`config.mk`:
```
export PLATFORM = sky130hd
export DESIGN_NAME = ps2_scancode_decoder
export DESIGN_NICKNAME = d
export VERILOG_FILES = /design/src/rtl/ps2_pkg.sv /design/src/rtl/ps2_hex_map.sv /design/src/rtl/ps2_scancode_decoder.sv
export SDC_FILE = /design/constraint.sdc
export NUM_CORES = 1
export LEC_CHECK = 0
export CORE_MARGIN = 4
export CORE_UTILIZATION = 24
export CTS_CLUSTER_SIZE = 40
export DETAILED_ROUTE_END_ITERATION = 8
export DONT_BUFFER_PORTS = 1
export GPL_ROUTABILITY_DRIVEN = 0
export PLACE_DENSITY = 0.35
export SLEW_MARGIN = 20
export SYNTH_ARGS = -nofsm -noshare
export SYNTH_HDL_FRONTEND = slang
export SYNTH_SLANG_ARGS = --single-unit
```
`constraint.sdc`:
```
create_clock -name CLK -period 3.7 [get_ports CLK]
set_input_delay 0.555 -clock CLK [delete_from_list [all_inputs] [get_ports CLK]]
set_output_delay 0.555 -clock CLK [all_outputs]
set_load 0.02 [all_outputs]
```
`src/rtl/ps2_pkg.sv`:
```
// rtl/ps2_pkg.sv - PS/2 Set-2 scan code constants and decoder state encoding
package ps2_pkg;

  localparam logic [7:0] SC_EXT      = 8'hE0;
  localparam logic [7:0] SC_BRK      = 8'hF0;
  localparam logic [7:0] SC_PAUSE    = 8'hE1;

  localparam logic [7:0] SC_BAT_OK   = 8'hAA;
  localparam logic [7:0] SC_ACK      = 8'hFA;
  localparam logic [7:0] SC_BAT_ERR0 = 8'hFC;
  localparam logic [7:0] SC_BAT_ERR1 = 8'hFD;
  localparam logic [7:0] SC_OVR0     = 8'h00;
  localparam logic [7:0] SC_OVR1     = 8'hFF;
  localparam logic [7:0] SC_RESEND   = 8'hFE;
  localparam logic [7:0] SC_ECHO     = 8'hEE;

  localparam logic [7:0] SC_UP       = 8'h75;
  localparam logic [7:0] SC_DOWN     = 8'h72;
  localparam logic [7:0] SC_LEFT     = 8'h6B;
  localparam logic [7:0] SC_RIGHT    = 8'h74;

  // Bytes that follow E1 in the Pause sequence
  localparam logic [2:0] PAUSE_SKIP_LEN = 3'd7;

  typedef enum logic [2:0] {
    ST_IDLE,
    ST_EXT,
    ST_BRK,
    ST_EXT_BRK,
    ST_PAUSE_SKIP
  } state_e;

  function automatic logic is_stat_ok(input logic [7:0] code);
    return (code == SC_BAT_OK) || (code == SC_ACK);
  endfunction

  function automatic logic is_stat_err(input logic [7:0] code);
    return (code == SC_BAT_ERR0) || (code == SC_BAT_ERR1) || (code == SC_OVR0) ||
           (code == SC_OVR1) || (code == SC_RESEND);
  endfunction

  function automatic logic is_status(input logic [7:0] code);
    return is_stat_ok(code) || is_stat_err(code) || (code == SC_ECHO);
  endfunction

endpackage

```
`src/rtl/ps2_hex_map.sv`:
```
// rtl/ps2_hex_map.sv - combinational map of Set-2 key code to hex digit value
module ps2_hex_map (
  input  logic [7:0] code,
  output logic       valid,
  output logic [3:0] digit
);

  always_comb begin
    valid = 1'b1;
    digit = 4'h0;
    case (code)
      8'h45: digit = 4'h0;
      8'h16: digit = 4'h1;
      8'h1E: digit = 4'h2;
      8'h26: digit = 4'h3;
      8'h25: digit = 4'h4;
      8'h2E: digit = 4'h5;
      8'h36: digit = 4'h6;
      8'h3D: digit = 4'h7;
      8'h3E: digit = 4'h8;
      8'h46: digit = 4'h9;
      8'h1C: digit = 4'hA;
      8'h32: digit = 4'hB;
      8'h21: digit = 4'hC;
      8'h23: digit = 4'hD;
      8'h24: digit = 4'hE;
      8'h2B: digit = 4'hF;
      default: valid = 1'b0;
    endcase
  end

endmodule

```
`src/rtl/ps2_scancode_decoder.sv`:
```
// rtl/ps2_scancode_decoder.sv - folds E0/F0 prefixes, skips Pause, splits status bytes from key events
module ps2_scancode_decoder
  import ps2_pkg::*;
#(
  parameter int TIMEOUT_CYC = 1_000_000,
  parameter int CNT_W       = 20
) (
  input  logic       CLK,
  input  logic       RST_N,
  input  logic       BYTE_VALID,
  input  logic [7:0] BYTE,
  input  logic       BYTE_ERR,
  output logic       KEY_VALID,
  output logic [7:0] KEY_CODE,
  output logic       KEY_EXT,
  output logic       KEY_BREAK,
  output logic       HEX_VALID,
  output logic [3:0] HEX_DIGIT,
  output logic [3:0] ARROWS,
  output logic       PAUSE,
  output logic       STAT_OK,
  output logic       STAT_ERR
);

  localparam logic [CNT_W-1:0] TO_MAX = CNT_W'(TIMEOUT_CYC);

  state_e           state_q, state_d;
  logic [CNT_W-1:0] cnt_q, cnt_d;
  logic [2:0]       skip_q, skip_d;
  logic             key_valid_q, key_valid_d;
  logic [7:0]       key_code_q, key_code_d;
  logic             key_ext_q, key_ext_d;
  logic             key_break_q, key_break_d;
  logic             hex_valid_q, hex_valid_d;
  logic [3:0]       hex_digit_q, hex_digit_d;
  logic [3:0]       arrows_q, arrows_d;
  logic             pause_q, pause_d;
  logic             stat_ok_q, stat_ok_d;
  logic             stat_err_q, stat_err_d;

  logic             timeout;
  state_e           cur_state;
  logic             ev, ev_ext, ev_brk;
  logic             map_valid;
  logic [3:0]       map_digit;

  ps2_hex_map u_hex_map (
    .code  (BYTE),
    .valid (map_valid),
    .digit (map_digit)
  );

  always_comb begin
    state_d     = state_q;
    cnt_d       = cnt_q;
    skip_d      = skip_q;
    key_valid_d = 1'b0;
    key_code_d  = key_code_q;
    key_ext_d   = key_ext_q;
    key_break_d = key_break_q;
    hex_valid_d = 1'b0;
    hex_digit_d = hex_digit_q;
    arrows_d    = arrows_q;
    pause_d     = 1'b0;
    stat_ok_d   = 1'b0;
    stat_err_d  = 1'b0;
    ev          = 1'b0;
    ev_ext      = 1'b0;
    ev_brk      = 1'b0;

    // A stale prefix is dropped before the byte on the same cycle is decoded
    timeout   = (state_q != ST_IDLE) && (cnt_q == TO_MAX);
    cur_state = timeout ? ST_IDLE : state_q;
    if (timeout) state_d = ST_IDLE;

    if (BYTE_VALID || timeout) begin
      cnt_d = '0;
    end else if (state_q != ST_IDLE) begin
      cnt_d = cnt_q + CNT_W'(1);
    end

    if (BYTE_VALID) begin
      if (BYTE_ERR) begin
        stat_err_d = 1'b1;
        state_d    = ST_IDLE;
      end else if (cur_state == ST_PAUSE_SKIP) begin
        skip_d = skip_q - 3'd1;
        if (skip_q == 3'd1) begin
          pause_d = 1'b1;
          state_d = ST_IDLE;
        end
      end else if (is_status(BYTE)) begin
        stat_ok_d  = is_stat_ok(BYTE);
        stat_err_d = is_stat_err(BYTE);
        state_d    = ST_IDLE;
      end else begin
        case (cur_state)
          ST_IDLE: begin
            if (BYTE == SC_EXT) begin
              state_d = ST_EXT;
            end else if (BYTE == SC_BRK) begin
              state_d = ST_BRK;
            end else if (BYTE == SC_PAUSE) begin
              state_d = ST_PAUSE_SKIP;
              skip_d  = PAUSE_SKIP_LEN;
            end else begin
              ev = 1'b1;
            end
          end
          ST_EXT: begin
            if (BYTE == SC_BRK) begin
              state_d = ST_EXT_BRK;
            end else if (BYTE != SC_EXT) begin
              ev      = 1'b1;
              ev_ext  = 1'b1;
              state_d = ST_IDLE;
            end
          end
          ST_BRK: begin
            if (BYTE == SC_EXT) begin
              state_d = ST_EXT_BRK;
            end else if (BYTE != SC_BRK) begin
              ev      = 1'b1;
              ev_brk  = 1'b1;
              state_d = ST_IDLE;
            end
          end
          ST_EXT_BRK: begin
            if ((BYTE != SC_EXT) && (BYTE != SC_BRK)) begin
              ev      = 1'b1;
              ev_ext  = 1'b1;
              ev_brk  = 1'b1;
              state_d = ST_IDLE;
            end
          end
          default: state_d = ST_IDLE;
        endcase
      end
    end

    if (ev) begin
      key_valid_d = 1'b1;
      key_code_d  = BYTE;
      key_ext_d   = ev_ext;
      key_break_d = ev_brk;
      // Only extended codes are the cursor arrows; plain ones are keypad keys
      if (ev_ext) begin
        case (BYTE)
          SC_UP:    arrows_d[3] = ~ev_brk;
          SC_DOWN:  arrows_d[2] = ~ev_brk;
          SC_LEFT:  arrows_d[1] = ~ev_brk;
          SC_RIGHT: arrows_d[0] = ~ev_brk;
          default:  ;
        endcase
      end else if (!ev_brk && map_valid) begin
        hex_valid_d = 1'b1;
        hex_digit_d = map_digit;
      end
    end
  end

  always_ff @(posedge CLK) begin
    if (!RST_N) begin
      state_q     <= ST_IDLE;
      cnt_q       <= '0;
      skip_q      <= '0;
      key_valid_q <= 1'b0;
      key_code_q  <= '0;
      key_ext_q   <= 1'b0;
      key_break_q <= 1'b0;
      hex_valid_q <= 1'b0;
      hex_digit_q <= '0;
      arrows_q    <= '0;
      pause_q     <= 1'b0;
      stat_ok_q   <= 1'b0;
      stat_err_q  <= 1'b0;
    end else begin
      state_q     <= state_d;
      cnt_q       <= cnt_d;
      skip_q      <= skip_d;
      key_valid_q <= key_valid_d;
      key_code_q  <= key_code_d;
      key_ext_q   <= key_ext_d;
      key_break_q <= key_break_d;
      hex_valid_q <= hex_valid_d;
      hex_digit_q <= hex_digit_d;
      arrows_q    <= arrows_d;
      pause_q     <= pause_d;
      stat_ok_q   <= stat_ok_d;
      stat_err_q  <= stat_err_d;
    end
  end

  assign KEY_VALID = key_valid_q;
  assign KEY_CODE  = key_code_q;
  assign KEY_EXT   = key_ext_q;
  assign KEY_BREAK = key_break_q;
  assign HEX_VALID = hex_valid_q;
  assign HEX_DIGIT = hex_digit_q;
  assign ARROWS    = arrows_q;
  assign PAUSE     = pause_q;
  assign STAT_OK   = stat_ok_q;
  assign STAT_ERR  = stat_err_q;

endmodule
```
# [Word level (Yosys, flattened, before mapping)]
# Cells that the tools add are included.
# Widths: inputs -> output; s select.
[totals] regBits=49 word_cells=148
[op_classes] addsub=2 n_eq_ne=41 muxes=52 bitwise=8 n_reduce_logical=29
[op_table] cell="$eq 8x6->1 const B" count=11
[op_table] cell="$eq 8x8->1 const B" count=10
[op_table] cell="$mux 3" count=20
[op_table] cell="$pmux 4 s15" count=1
[op_table] cell="$eq 8x7->1 const B" count=6
[op_table] cell="$mux 1" count=27
[op_table] cell="$eq 8x5->1 const B" count=3
[op_table] cell="$add 20x1->20 const B" count=1
[op_table] cell="$eq 20x20->1 const B" count=1
[op_table] cell="$ne 8x8->1 const B" count=2
[op_table] cell="$reduce_or 16->1" count=1
[op_table] cell="$reduce_and 3->1" count=5
[op_table] cell="$pmux 3 s4" count=1
[op_table] cell="$logic_not 8->1" count=1
[op_table] cell="$logic_or 1x1->1" count=8
[op_table] cell="$not 1->1" count=8
[op_table] cell="$reduce_and 7->1" count=1
[op_table] cell="$eq 3x1->1 const B" count=2
[op_table] cell="$eq 3x2->1 const B" count=2
[op_table] cell="$ne 2x2->1 const B" count=3
[op_table] cell="$reduce_or 5->1" count=1
[op_table] cell="$pmux 1 s2" count=2
[op_table] cell="$pmux 1 s4" count=1
[op_table] cell="$reduce_bool 2->1" count=2
[op_table] cell="other kinds (10)" count=12

# [Depth between registers and ports, before layout]
[depth] word_depth=14 ltp_mapped=8 depth_no_buf=8

# [Hierarchy]
# From an unflattened synthesis, not the netlist that was laid out.
[unflattened] hier_cells=340 area_unflattened_um2=2785.2
[by_module_without_submodules] mod="ps2_scancode_decoder" n_inst=1 cells_per_inst=273 area_per_inst_um2=2328.5 seq_area_each_um2=980.9
[by_module_without_submodules] mod="ps2_hex_map" n_inst=1 cells_per_inst=67 area_per_inst_um2=456.7 seq_area_each_um2=0.0

# [Worst setup path after synthesis]
# OpenSTA, ideal clock, no wires.
[synth_path] path_kind="register to register" start="register cnt_q[3]" end="register skip_q[2]" setup_ns=0.088 arrival_time_ns=2.560 required_ns=3.612 setup_slack_ns=1.052 stages_incl_launch_ff=8 n_path_buf=1 period_less_slack_ns=2.648 path_cell_list="dfxtp_1 > or4b_1 > or4_1 > or4_1 > buf_2 > a221oi_2 > a21oi_2 > a311oi_2"
[synth_between] elab_chain_cells=6
[synth_lines] element="from (decl)" line="ps2_scancode_decoder.sv:28" rtl="logic [CNT_W-1:0] cnt_q, cnt_d;"
[synth_lines] element="from (signal assigned)" line="ps2_scancode_decoder.sv:179" rtl="cnt_q <= cnt_d;"
[synth_lines] element="$eq 20x20->1 *" line="ps2_scancode_decoder.sv:72" rtl="timeout = (state_q != ST_IDLE) && (cnt_q == TO_MAX);"
[synth_lines] element="$logic_and 1x1->1 *" line="ps2_scancode_decoder.sv:72"
[synth_lines] element="$mux 3 *" line="ps2_scancode_decoder.sv:73" rtl="cur_state = timeout ? ST_IDLE : state_q;"
[synth_lines] element="$eq 3x3->1 / $logic_not 3->1 (equally long branches)" line="ps2_scancode_decoder.sv:86, ps2_scancode_decoder.sv:97"
[synth_lines] element="$ne 2x2->1 (no line) / $reduce_bool 2->1 (equally long branches)"
[synth_lines] element="$reduce_and 7->1 (no line)"
[synth_lines] element="to (signal assigned)" line="ps2_scancode_decoder.sv:180" rtl="skip_q <= skip_d;"
[synth_lines] element="to (decl)" line="ps2_scancode_decoder.sv:29" rtl="logic [2:0] skip_q, skip_d;"
# Every way passes the cells marked *; elsewhere a longest branch is shown, timed or not.
# A chain may end at the register's enable or synchronous reset.

# [Worst setup path in the final report]
[layout_path] start="register cnt_q[6]" end="register skip_q[2]"
# The elaborated chain is that of the path after synthesis.

==> results.ini <==
[global_route]
overflow = 0
grt_pass1_vias = 2368
track_usage_pct = 12.4
grt_pass1_wl_mm = 12.7
grt_antenna_before_repair = 0
grt_max_degree = 36

[cells_and_area]
layout_commonest_cell = dfxtp_1
antenna_cells = 0
num-fill-cells = 1186
design_area_um2 = 2890
layout-drive-gt1-share_pct = 5.85
regArea_um2 = 981
nNetsFinal = 340
multiInputGateArea_um2 = 1590
mostFrequentLayoutCells = dfxtp_1, nand2_1, nor2_1, nand3_1
area_growth_pct = 7.84

[place]
dpl_cell_area_um2 = 2810
io_buffers = 0
hpwlAfterDp_mm = 5.52

[floorplan]
die_area_um2 = 12900
die_h_um = 114
io_pins = 35
die_w_um = 114
core_area_um2 = 10900
num_rows = 38
start_util_pct = 24.6

[routing]
routedWlPerCell_um = 16.5
wl_mm = 7.68
vias_per_cell = 4.89
drt_iter0_markers = 70
vias = 2273
drcViolationCount = 0
firstDrtPassIters = 4
postRouteAntennaNets = 0

[logic_synthesis]
yosys.cell_types.count = 56
avgSynthCellArea_um2 = 8.03
synth_top_flop_cell = dfxtp_1
ys_seq_elements = 49
netlist_area_um2 = 2680
seq_area_frac_synth_pct = 36.6
syn-num-nets = 350
async_flop_share_pct = 0
ys_warn_count = 0
synth_edf_count = 0
syn-instance-count = 334

[clocking]
clock-sinks = 49
post_cts_buffers = 0
h-tree-depth = 2
clock-root-buffer = clkbuf_8
numCtsBuffers = 5
cts_buffer_depth = 2
ctsResizeCount = 0
clk_latency_ns = 0.31
cts_hold_buffers = 0
cts_tree = yes
clkTransAtPathRegs_ns = 0.10

[power_and_ir_drop]
ir_worst_vdd_mv = 0.174
p_leak_uw = 0.000964
power.total_uw = 935
p_per_area_nw_per_um2 = 323

[sta]
final.min_clock_period_ns = 2.92
timing.hold.ws_ns = 0.361
tightest_slew_ns = 0.796
report.final.slew_viol_count = 0
max_freq_mhz = 343
hold_viol = 0
fin_skew_ns = 0.00811
setup_viol = 0
fin_setup_tns_ns = 0
rsz0062_at_grt = no
slew_headroom_pct = 46.9
fin_crit_sh_pct = 78.9

[setup_path]
crit_fanout = 8
r2r.worst_path.cells = 6
worstSetupPathType = reg -> reg
crit_path_start_kind = flip-flop
crit_arrival_ns = 3.15
cp.required_ns = 3.93
crit_path_end_kind = flip-flop
r2r_slack_ns = 0.78

[job]
drv_cap = 0

[status]
outcome = completed

[worst_hold_path]
min_path_cells = 1
hold_path.class = in -> reg

## where the power goes
group / switching, uW / internal [uW]
Combinational: 31.6 / 24.2
Sequential: 10.6 / 533
Clock: 201 / 136
## logic make-up after synthesis
kind of cell               share of synthesized area, %
buffers and inverters                              4.38
DFF                                                36.6
AOI/OAI and AO/OA                                  12.8
xor gates and xnor gates                           7.51
adders and majority gates                          1.87
and+or+nand+nor                                    32.0
muxes                                              4.85
## area by class of cell
cell class,count,share of cell area (%)
Clock buffer,6,2.51
Clock inverter,2,0.476
Inverter,12,1.56
Multi-Input combinational cell,254,55.0
Sequential cell,49,33.9
Tap cell,140,6.06
Timing Repair Buffer,2,0.519
## state kept, by name (all words and copies together), names as in the netlist, 3 cells and up
name / count
KEY_CODE: 8
skip_q: 3
cnt_q: 20
HEX_DIGIT: 4
ARROWS: 4
state_q: 3
## Yosys cell counts, drive strengths merged (2+ instances only)
library cell  count  area share (%)
a311oi            2            0.89
xor2             13             4.2
and4b             2            0.75
a21oi             7             1.4
inv              12             1.7
nand3            19             3.5
nor2b             6             1.4
nand3b            3            0.84
a31oi             2            0.47
nand2            44             6.2
and3              5             1.2
mux2i            13             4.9
dfxtp            49              37
nor3             10             1.9
o31ai             3            0.84
or4               3            0.84
a211oi            3            0.84
nand4             8             1.9
ha                4             1.9
xnor2            10             3.3
a221oi            2            0.89
nor4              6             1.4
o21ai            10             1.9
or3               3            0.70
nor2             39             5.6
nand2b            4            0.93
or2               4            0.93
a21o              3            0.84
o2111ai           2            0.65
nor4b             5             1.6
clkbuf           16             2.2
buf               3            0.47
## worst paths after layout
check / start / end
setup reg to reg: cnt_q[6] / skip_q[2]
hold reg to reg: cnt_q[1] / cnt_q[1]
hold / removal: RST_N / KEY_BREAK
setup / recovery: cnt_q[6] / skip_q[2]
## worst max-delay path: stages, from the launching register on
cell,delay (ns)
dfxtp_1,0.41
or4b_1,0.47
or4_1,0.43
or4_1,0.70
a221oi_2,0.48
a21oi_2,0.10
a311oi_2,0.24
## metal layers
layer / global-route usage [%] / share of wire (%) / vias up
li1: - / - / 1160
met1: 17.2 / 52 / 1062
met2: 19.1 / 42 / 44
met3: 3.02 / 5.2 / 7
met4: 3.37 / 1.1 / 0
met5: 0 / 0 / -
## per-stage QoR
step	cells	setup slack (ns)	util [%]
after floorplan	334	1.05	-
after global routing	465	0.597	26.6
after global placement	457	0.827	25.7
after detailed placement	457	0.794	25.8
final	465	0.780	26.6
after CTS	465	0.764	26.6
(Power assumes the default switching activity.)
